===== src/rtl/twos_to_signmag.sv =====
`default_nettype none
// ============================================================================
// Module      : twos_to_signmag
// Description : Bit-serial two's-complement to sign/magnitude converter with
//               valid/ready handshakes on both sides; fixed WIDTH-cycle latency.
// Revision    : 1.0 - initial release
// ============================================================================
module twos_to_signmag #(
    parameter int WIDTH = 9
) (
    input  logic             clk,
    input  logic             rst_n,
    input  logic             in_valid,
    output logic             in_ready,
    input  logic [WIDTH-1:0] word,
    output logic             out_valid,
    input  logic             out_ready,
    output logic             sign,
    output logic [WIDTH-1:0] magnitude,
    output logic             min_flag,
    output logic             busy
);

    localparam int               CNT_W    = $clog2(WIDTH + 1);
    localparam logic [CNT_W-1:0] LAST_BIT = CNT_W'(WIDTH - 1);

    typedef enum logic [1:0] {
        IDLE = 2'd0,
        CONV = 2'd1,
        DONE = 2'd2
    } state_t;

    state_t             state_q,     state_d;
    logic [CNT_W-1:0]   cnt_q,       cnt_d;
    logic               carry_q,     carry_d;
    logic [WIDTH-1:0]   shreg_q,     shreg_d;
    logic               sign_q,      sign_d;
    logic [WIDTH-1:0]   mag_q,       mag_d;
    logic               min_q,       min_d;
    logic               in_ready_q,  in_ready_d;
    logic               out_valid_q, out_valid_d;
    logic               busy_q,      busy_d;

    logic               bit_in;
    logic               res_bit;

    // Negative words are inverted and incremented serially; the carry ripples
    // through the trailing zeros, so the most negative value lands on 2^(WIDTH-1).
    always_comb begin
        bit_in  = shreg_q[0];
        res_bit = sign_q ? (~bit_in ^ carry_q) : bit_in;
    end

    always_comb begin
        state_d     = state_q;
        cnt_d       = cnt_q;
        carry_d     = carry_q;
        shreg_d     = shreg_q;
        sign_d      = sign_q;
        mag_d       = mag_q;
        min_d       = min_q;
        in_ready_d  = in_ready_q;
        out_valid_d = out_valid_q;
        busy_d      = busy_q;

        unique case (state_q)
            IDLE: begin
                if (in_valid) begin
                    shreg_d    = word;
                    sign_d     = word[WIDTH-1];
                    min_d      = word[WIDTH-1] & (word[WIDTH-2:0] == '0);
                    mag_d      = '0;
                    cnt_d      = '0;
                    carry_d    = 1'b1;
                    state_d    = CONV;
                    in_ready_d = 1'b0;
                    busy_d     = 1'b1;
                end
            end
            CONV: begin
                mag_d   = {res_bit, mag_q[WIDTH-1:1]};
                shreg_d = shreg_q >> 1;
                if (sign_q) begin
                    carry_d = ~bit_in & carry_q;
                end
                cnt_d = cnt_q + 1'b1;
                if (cnt_q == LAST_BIT) begin
                    state_d     = DONE;
                    busy_d      = 1'b0;
                    out_valid_d = 1'b1;
                end
            end
            DONE: begin
                if (out_ready) begin
                    state_d     = IDLE;
                    out_valid_d = 1'b0;
                    in_ready_d  = 1'b1;
                end
            end
            default: begin
                state_d     = IDLE;
                in_ready_d  = 1'b1;
                out_valid_d = 1'b0;
                busy_d      = 1'b0;
            end
        endcase
    end

    always_ff @(posedge clk or negedge rst_n) begin
        if (!rst_n) begin
            state_q     <= IDLE;
            cnt_q       <= '0;
            carry_q     <= 1'b0;
            shreg_q     <= '0;
            sign_q      <= 1'b0;
            mag_q       <= '0;
            min_q       <= 1'b0;
            in_ready_q  <= 1'b1;
            out_valid_q <= 1'b0;
            busy_q      <= 1'b0;
        end else begin
            state_q     <= state_d;
            cnt_q       <= cnt_d;
            carry_q     <= carry_d;
            shreg_q     <= shreg_d;
            sign_q      <= sign_d;
            mag_q       <= mag_d;
            min_q       <= min_d;
            in_ready_q  <= in_ready_d;
            out_valid_q <= out_valid_d;
            busy_q      <= busy_d;
        end
    end

    assign in_ready  = in_ready_q;
    assign out_valid = out_valid_q;
    assign busy      = busy_q;
    assign sign      = sign_q;
    assign magnitude = mag_q;
    assign min_flag  = min_q;

endmodule
`default_nettype wire


===== config.mk =====
export PLATFORM = sky130hd
export DESIGN_NAME = twos_to_signmag
export DESIGN_NICKNAME = d
export VERILOG_FILES = /design/src/rtl/twos_to_signmag.sv
export SDC_FILE = /design/constraint.sdc
export NUM_CORES = 1
export LEC_CHECK = 0
export CORE_MARGIN = 2
export CORE_UTILIZATION = 47
export CTS_BUF_LIST = sky130_fd_sc_hd__clkbuf_4
export DETAILED_ROUTE_END_ITERATION = 12
export PLACE_DENSITY = 0.77
export SLEW_MARGIN = 10
export SYNTH_ARGS = -nofsm -noshare
export SYNTH_HDL_FRONTEND = slang
export SYNTH_SLANG_ARGS = --single-unit

===== constraint.sdc =====
create_clock -name clk -period 1.1 [get_ports clk]
set_input_delay 0.275 -clock clk [delete_from_list [all_inputs] [get_ports clk]]
set_output_delay 0.275 -clock clk [all_outputs]
set_load 0.02 [all_outputs]

==> impl_results.md, run 1 <==
* RSZ-0062 raised after global routing: true
* Deepest clock path buffer count at 2
* Max-cap viol count at 0
* Tot GR Track Use at 0.267
* Root buf cell: clkbuf_4
* Num CTS Buffers at 5
* Setup CP Type: flip-flop to primary output
* Status: finished, violations left
* Post-DRT Antenna Nets at 0
* Largest net degree at the start of global routing at 31
* Std cell rows at 19
* VDD IR max at between 0.003 and 0.004 V
* RR Endpoint: shreg_q[5]
* Slowest-stage cell, CP: dfstp_2
* Min setup slack post-route at -0.179 ns
* # H-tree levels at 2
* Fin Setup TNS at -3.30 ns
* Register area share after synthesis at 0.556
* Die H at 57.6 µm
* 1st-iter DRT viols at 49
* Final count of hold timing violations at 0
* Cell taking the most area after synthesis: dfrtp_1
* Max incr delay on CP at roughly 0.55 ns
* First-pass GRT wire length at 6.47 mm
* Reg2Reg Depth at 4
* Clock sink count at 30
* Distinct cells, synth at 28
* Synthesis Warnings at 0
* Clk_skew at 0.0122 ns
* N_diodes at 0
* Most frequent cells in the layout: buf_4 (42), dfrtp_1 (26), buf_6 (23)
* Worst reg2reg startpoint: state_q[1]
* Vias in the first global route at between 1,000 and 1,500
* Worst hold margin at 0.276 ns
* Max-slew headroom at 0.782
* CP Cell Sequence: buf_6
* Wirelength, routed at roughly 4.9 mm
* Setup violators final at 39
* CP arrival at 1.00 ns
* Later-pin clock latency in the skew report at between 0.3 and 0.4 ns
* Post-synth EDFFs at 0
* Tot Pwr at roughly 7.6 mW
* Asr flop ratio synth at 1.00
* Most used DFF post-synth: dfrtp_1
* Initial Utilization at 0.494
* WP data required at just over 0.8 ns
* Family with the most delay on the worst path: flip-flops
* Clk pin slew, worst setup/hold paths at ~0.10 ns
* Post-synth top area share at 0.537
* Hold Path Class: input pin to asynchronous set/reset pin
* FF-to-FF setup slack at -0.18 ns
* Layout cells sized above 1 at 0.601
* Via Count at approximately 1,400
* Worst setup SP type: flip-flop
* Max FO, Critical Path at 2
* Syn Area/Cell at ~11 µm²
* Number of nets in the layout at around 220
* DR WL/cell at about 21 µm
* Commonest non-fill, non-tap cell in the layout: buf_4
* DR pass1 iterations at 4
* DP HPWL at between 2 and 2.5 mm
* DR DRC count at 0
* I/O pin cnt at 27
* Cells after Synth at roughly 130
* Syn Nets at around 140
* Ranking of synthesized cells by area: dfrtp_1 (54%), o22ai_1 (7.9%), a22o_1 (5.8%)
* Placed Area at roughly 1900 µm²
* # placed instances at approximately 210
* Die Width at just under 60 µm
* Fin cells at approximately 240
* Routability cong. at 0.860
* Power per cell area at 3080 nW/µm²
* Core area at ~2700 µm²
* Die area at about 3300 µm²
* Crit. End Element: primary output
* P&R area growth vs syn at 83.1%
* Failing checks: setup timing
* Final Instance Area at roughly 2500 µm²
* Fin crit share at 1.16
* Worst slew pin tran at 0.326 ns
* Leakage power at about 1.1 nW
* Minimum clock period at 1.28 ns
* Peak Freq at 0.782 GHz
* Synthesized flop and latch total at 30
* GRT overflow at 0
* Port bufs at 26
* Fin util at 0.905
* CTS tree: built
* Buf/Inv on CP at 1
* Vias per cell at roughly 6.1
* Final Max Tran Viols at 0
* Hold-fix buffers, CTS at 0
* Antenna violations before repair at 0
* Pre-CTS WS at -0.370 ns
* Synthesized cell area at approximately 1400 µm²
## what timing repair did
item,CTS,global route
cloned,1,2
setup buffers,10,11
setup endpoints to repair,44,44
pin swaps,24,19
resized for setup,131,31
## state kept, by name (all words and copies together) (netlist names), 2 cells and up
name	flops
cnt_q	4
magnitude	9
state_q	2
shreg_q	9
## worst reg2reg max path: cells and delay by family, from the launching register on
kind	cells	cell delay (ns)
AOI/OAI and AO/OA	2	0.31
DFF	1	0.46
buffers and inverters	2	0.40
## where the power goes
| part | total [mW] | internal [mW] | switching, mW |
|---|---|---|---|
| registers | 2.14 | 1.59 | 0.546 |
| clock network | 1.11 | 0.700 | 0.407 |
| logic | 4.39 | 2.39 | 2.00 |
## final cells by class
cell class                 instances  area, µm²
sequential                        30        756
tap                               31       38.8
clock buffer                       5       37.5
inverter                           6       26.3
timing repair buffer              80        756
fill                             101        259
clock inverter                     3       63.8
multi-input combinational         84        797
## synth_stat cells, types with 2 or more instances
| master | number |
|---|---|
| inv_1 | 6 |
| o22ai_1 | 17 |
| a21oi_1 | 9 |
| nand2b_1 | 4 |
| dfrtp_1 | 29 |
| mux2_2 | 2 |
| o21ai_0 | 7 |
| ha_1 | 3 |
| buf_2 | 7 |
| nand2_1 | 7 |
| and3b_1 | 2 |
| nor2_1 | 8 |
| nor2b_1 | 3 |
| a22o_1 | 9 |
## logic make-up (layout without fill, tap and decap cells)
kind of cell	after synthesis	in the layout	synth area share
fa+ha+maj	3	3	0.0278
flops	30	30	0.556
buf+inv	14	94	0.0481
mux	3	3	0.0241
compound gates	49	49	0.238
simple gates	28	29	0.106
## how the worst max path moves through the flow
stage	startpoint	end	slack [ns]	depth (start not counted)
2_1_floorplan	cnt_q[0]	cnt_q[2]	-0.05	3
3_3_place_gp	in_valid	sign	-0.35	4
3_5_place_dp	in_valid	in_ready	-0.37	5
4_1_cts	in_ready	in_ready	-0.17	1
5_1_grt	state_q[1]	shreg_q[5]	-0.23	4
6_report	in_ready	in_ready	-0.18	1
## metal layers
metal / GRT usage / share of wire / wire (µm)
met1: 0.279 / 0.37 / 1830
met2: 0.487 / 0.53 / 2620
met3: 0.0737 / 0.064 / 317
met4: 0.130 / 0.034 / 167
met5: 0 / 0 / 0
(Power assumes the default switching activity.)
==> inputs of run 2 (changes only) <==
ABC_AREA = 1   (was default)
CORE_UTILIZATION = 48   (was 47)
SLEW_MARGIN = default   (was 10)
==> impl_results.md, run 2 <==
* Status: finished, violations left (unchanged)
* Failing checks: setup timing (unchanged)
* WP depth at 1 (unchanged)
* Clk pwr share at 0.093 (was 0.145)
* Max FO, Critical Path at 2 (unchanged)
* Layout cells sized above 1 at 0.457 (was 0.601)
* Fin crit share at 1.15 (was 1.16)
* Later-pin clock latency in the skew report at 0.33 ns (was 0.35 ns)
* Peak Freq at 0.794 GHz (was 0.782 GHz)
* Clk pin slew, worst setup/hold paths at 0.09 ns (was 0.10 ns)
* DR WL/cell at 15.4 µm (was 20.6 µm)
* Slowest-stage cell, CP: dfstp_2 (unchanged)
* Number of nets in the layout at 263 (was 223)
* Vias in the first global route at 1,422 (was 1,352)
* 1st-iter DRT viols at 69 (was 49)
* Largest family of logic cells by synthesized area: simple AND/OR/NAND/NOR gates (was compound AO/OA/AOI/OAI gates)
* Core area at 2780 µm² (was 2730 µm²)
* Family with the most delay on the worst path: flip-flops (unchanged)
* DR pass1 iterations at 4 (unchanged)
* Fin cells at 278 (was 239)
* Launch point of the worst path: in_ready (unchanged)
* Routability cong. at 0.838 (was 0.860)
* DP HPWL at 2.27 mm (was 2.30 mm)
* Tot Pwr at 6.95 mW (was 7.63 mW)
* Multi-input gate area at 772 µm² (was 797 µm²)
* Hold-fix buffers, CTS at 0 (unchanged)
* Synth Area in XOR/XNOR at 0 (unchanged)
* Post-synthesis mux area share at 0 (was 0.0241)
* Internal at 4.04 mW (was 4.68 mW)
* Ranking of synthesized cells by area: dfrtp_1 (51%), nand2_1 (23%), o21ai_0 (4.2%) (was dfrtp_1 (54%), o22ai_1 (7.9%), a22o_1 (5.8%))
* Max-slew headroom at 0.812 (was 0.782)
* Storage cell area at 753 µm² (was 756 µm²)
* Register area share after synthesis at 0.526 (was 0.556)
* Die Width at 58.6 µm (was 57.6 µm)
* Hold Path Class: input pin to asynchronous set/reset pin (unchanged)
* Power per cell area at 2900 nW/µm² (was 3080 nW/µm²)
* Post-synth EDFFs at 0 (unchanged)
* Largest net degree at the start of global routing at 31 (unchanged)
* Compound-Gate Fraction of Synth Area at 0.0727 (was 0.238)
* Most numerous cell in the Yosys netlist: nand2_1 (was dfrtp_1)
* Deepest clock path buffer count at 2 (unchanged)
* Min setup slack post-route at -0.160 ns (was -0.179 ns)
* Antenna violations before repair at 0 (unchanged)
* # placed instances at 254 (was 207)
* Syn Nets at 195 (was 143)
* Minimum clock period at 1.26 ns (was 1.28 ns)
* Leakage power at 1.27 nW (was 1.14 nW)
* Root buf cell: clkbuf_4 (unchanged)
* CP Cell Sequence: buf_6 (unchanged)
* Max-cap viol count at 0 (unchanged)
* Setup CP Type: flip-flop to primary output (unchanged)
* Num CTS Buffers at 5 (unchanged)
* Die H at 58.6 µm (was 57.6 µm)
* RSZ-0062 raised after global routing: true (unchanged)
* Combinational Power Share at 0.625 (was 0.575)
* Net Sw Frac at 0.418 (was 0.387)
* I/O pin cnt at 27 (unchanged)
* Max incr delay on CP at 0.55 ns (about the same)
* Most frequent cells in the layout: nand2_1 (56), dfrtp_1 (28), buf_6 (23), buf_4 (23), nand2_2 (21) (was buf_4 (42), dfrtp_1 (26), buf_6 (23))
* Syn Area/Cell at 7.98 µm² (was 10.6 µm²)
* Cells after Synth at 179 (was 127)
* Std cell rows at 19 (unchanged)
* Clock sink count at 30 (unchanged)
* Final Instance Area at 2400 µm² (was 2470 µm²)
* Crit. End Element: primary output (unchanged)
* Asr flop ratio synth at 1.00 (unchanged)
* CP arrival at 0.98 ns (was 1.00 ns)
* Fin util at 0.863 (was 0.905)
* Via Count at 1,452 (was 1,449)
* Worst slew pin tran at 0.281 ns (was 0.326 ns)
* Wirelength, routed at 4.29 mm (was 4.93 mm)
* Tot GR Track Use at 0.248 (was 0.267)
* Vias per cell at 5.22 (was 6.06)
* Fill cell count at 136 (was 101)
* Simple-Gate Fraction of Synth Area at 0.294 (was 0.106)
* DR DRC count at 0 (unchanged)
* Adder-cell share of the synthesized area at 0.0263 (was 0.0278)
* Placed Area at 1910 µm² (was 1850 µm²)
* GRT overflow at 0 (unchanged)
* Psw at 2.91 mW (was 2.95 mW)
* Post-DRT Antenna Nets at 0 (unchanged)
* Post-synth top area share at 0.508 (was 0.537)
* Worst reg2reg startpoint: state_q[1] (unchanged)
* Worst setup SP type: flip-flop (unchanged)
* Commonest non-fill, non-tap cell in the layout: nand2_1 (was buf_4)
* Setup violators final at 42 (was 39)
* Distinct cells, synth at 20 (was 28)
* Most common library cells after synthesis: nand2_1 (86), dfrtp_1 (29), inv_1 (15) (was dfrtp_1 (29), o22ai_1 (17), a21oi_1 (9), a22o_1 (9), nor2_1 (8))
* N_diodes at 0 (unchanged)
* Synthesis Warnings at 0 (unchanged)
* RR Endpoint: cnt_q[3] (was shreg_q[5])
* # H-tree levels at 2 (unchanged)
* Synthesized flop and latch total at 30 (unchanged)
* CTS tree: built (unchanged)
* Clk_skew at 0.0133 ns (was 0.0122 ns)
* Port bufs at 26 (unchanged)
* Flop pwr share at 0.283 (was 0.280)
* FF-to-FF setup slack at -0.13 ns (was -0.18 ns)
* CP Capture Point: in_ready (unchanged)
* P&R area growth vs syn at 68.0% (was 83.1%)
* Final count of hold timing violations at 0 (unchanged)
* Buf/Inv on CP at 1 (unchanged)
* WP data required at 0.82 ns (about the same)
* Die area at 3430 µm² (was 3320 µm²)
* Reg2Reg Depth at 7 (was 4)
* Cell taking the most area after synthesis: dfrtp_1 (unchanged)
* Initial Utilization at 0.514 (was 0.494)
* Synthesized cell area at 1430 µm² (was 1350 µm²)
* VDD IR max at 0.00257 V (was 0.00335 V)
* First-pass GRT wire length at 6.18 mm (was 6.47 mm)
* Most used DFF post-synth: dfrtp_1 (unchanged)
* Final Max Tran Viols at 0 (unchanged)
==> run 2: per-stage QoR <==
stage | hold WS, ns | setup WS (ns) | setup TNS (ns)
floorplan | -0.0206 | 0.00903 | 0
global placement | 0.455 | -0.274 | -7.61
detailed placement | 0.465 | -0.297 | -8.44
CTS | 0.290 | -0.172 | -2.56
global route | 0.319 | -0.198 | -4.76
finish | 0.297 | -0.160 | -2.82
==> run 2: cell type report <==
type / count / area share
Clock buffer: 7 / 0.0219
Inverter: 18 / 0.0334
Multi-Input combinational cell: 127 / 0.322
Timing Repair Buffer: 65 / 0.293
Tap cell: 31 / 0.0162
Sequential cell: 30 / 0.314
==> run 2: what timing repair did <==
item                                    in CTS  in global routing
endpoints found under the setup margin      35                 43
pin swaps                                   12                 19
resized for setup                          125                 47
setup buffers                                5                 11
cloned                                       2                  0
hold endpoints to repair                     0                  0
==> run 2: worst min-delay path by stage <==
| stage | startpoint | slack [ns] | cells past startpoint | endpoint |
|---|---|---|---|---|
| 2_1_floorplan | rst_n | -0.02 | 0 | busy |
| 3_3_place_gp | in_ready | 0.45 | 2 | in_ready |
| 3_5_place_dp | min_flag | 0.46 | 2 | min_flag |
| 4_1_cts | rst_n | 0.29 | 2 | magnitude[3] |
| 5_1_grt | rst_n | 0.32 | 2 | magnitude[3] |
| 6_report | rst_n | 0.30 | 2 | magnitude[3] |
==> run 2: kinds of logic (layout without fill, tap and decap cells) <==
family,after synthesis,after routing
and+or+nand+nor,106,106
DFF,30,30
buffers and inverters,22,90
AOI/OAI and AO/OA,18,18
adders and majority gates,3,3
==> run 2: power by group through the flow <==
stage	registers, mW	clock network (mW)	logic [mW]
2_1_floorplan	2.11	0	1.29
3_3_place_gp	1.84	0	2.73
3_5_place_dp	1.87	0	2.82
4_1_cts	1.90	0.669	3.57
5_1_grt	2.01	0.705	4.63
6_report	1.96	0.644	4.34
==> run 2: routing by layer <==
metal | up-vias | share of wire | global-route usage
met2 | 41 | 0.52 | 0.422
met4 | 0 | 0.030 | 0.143
met3 | 13 | 0.040 | 0.0659
met5 | - | 0 | 0
met1 | 717 | 0.41 | 0.279
li1 | 681 | - | -
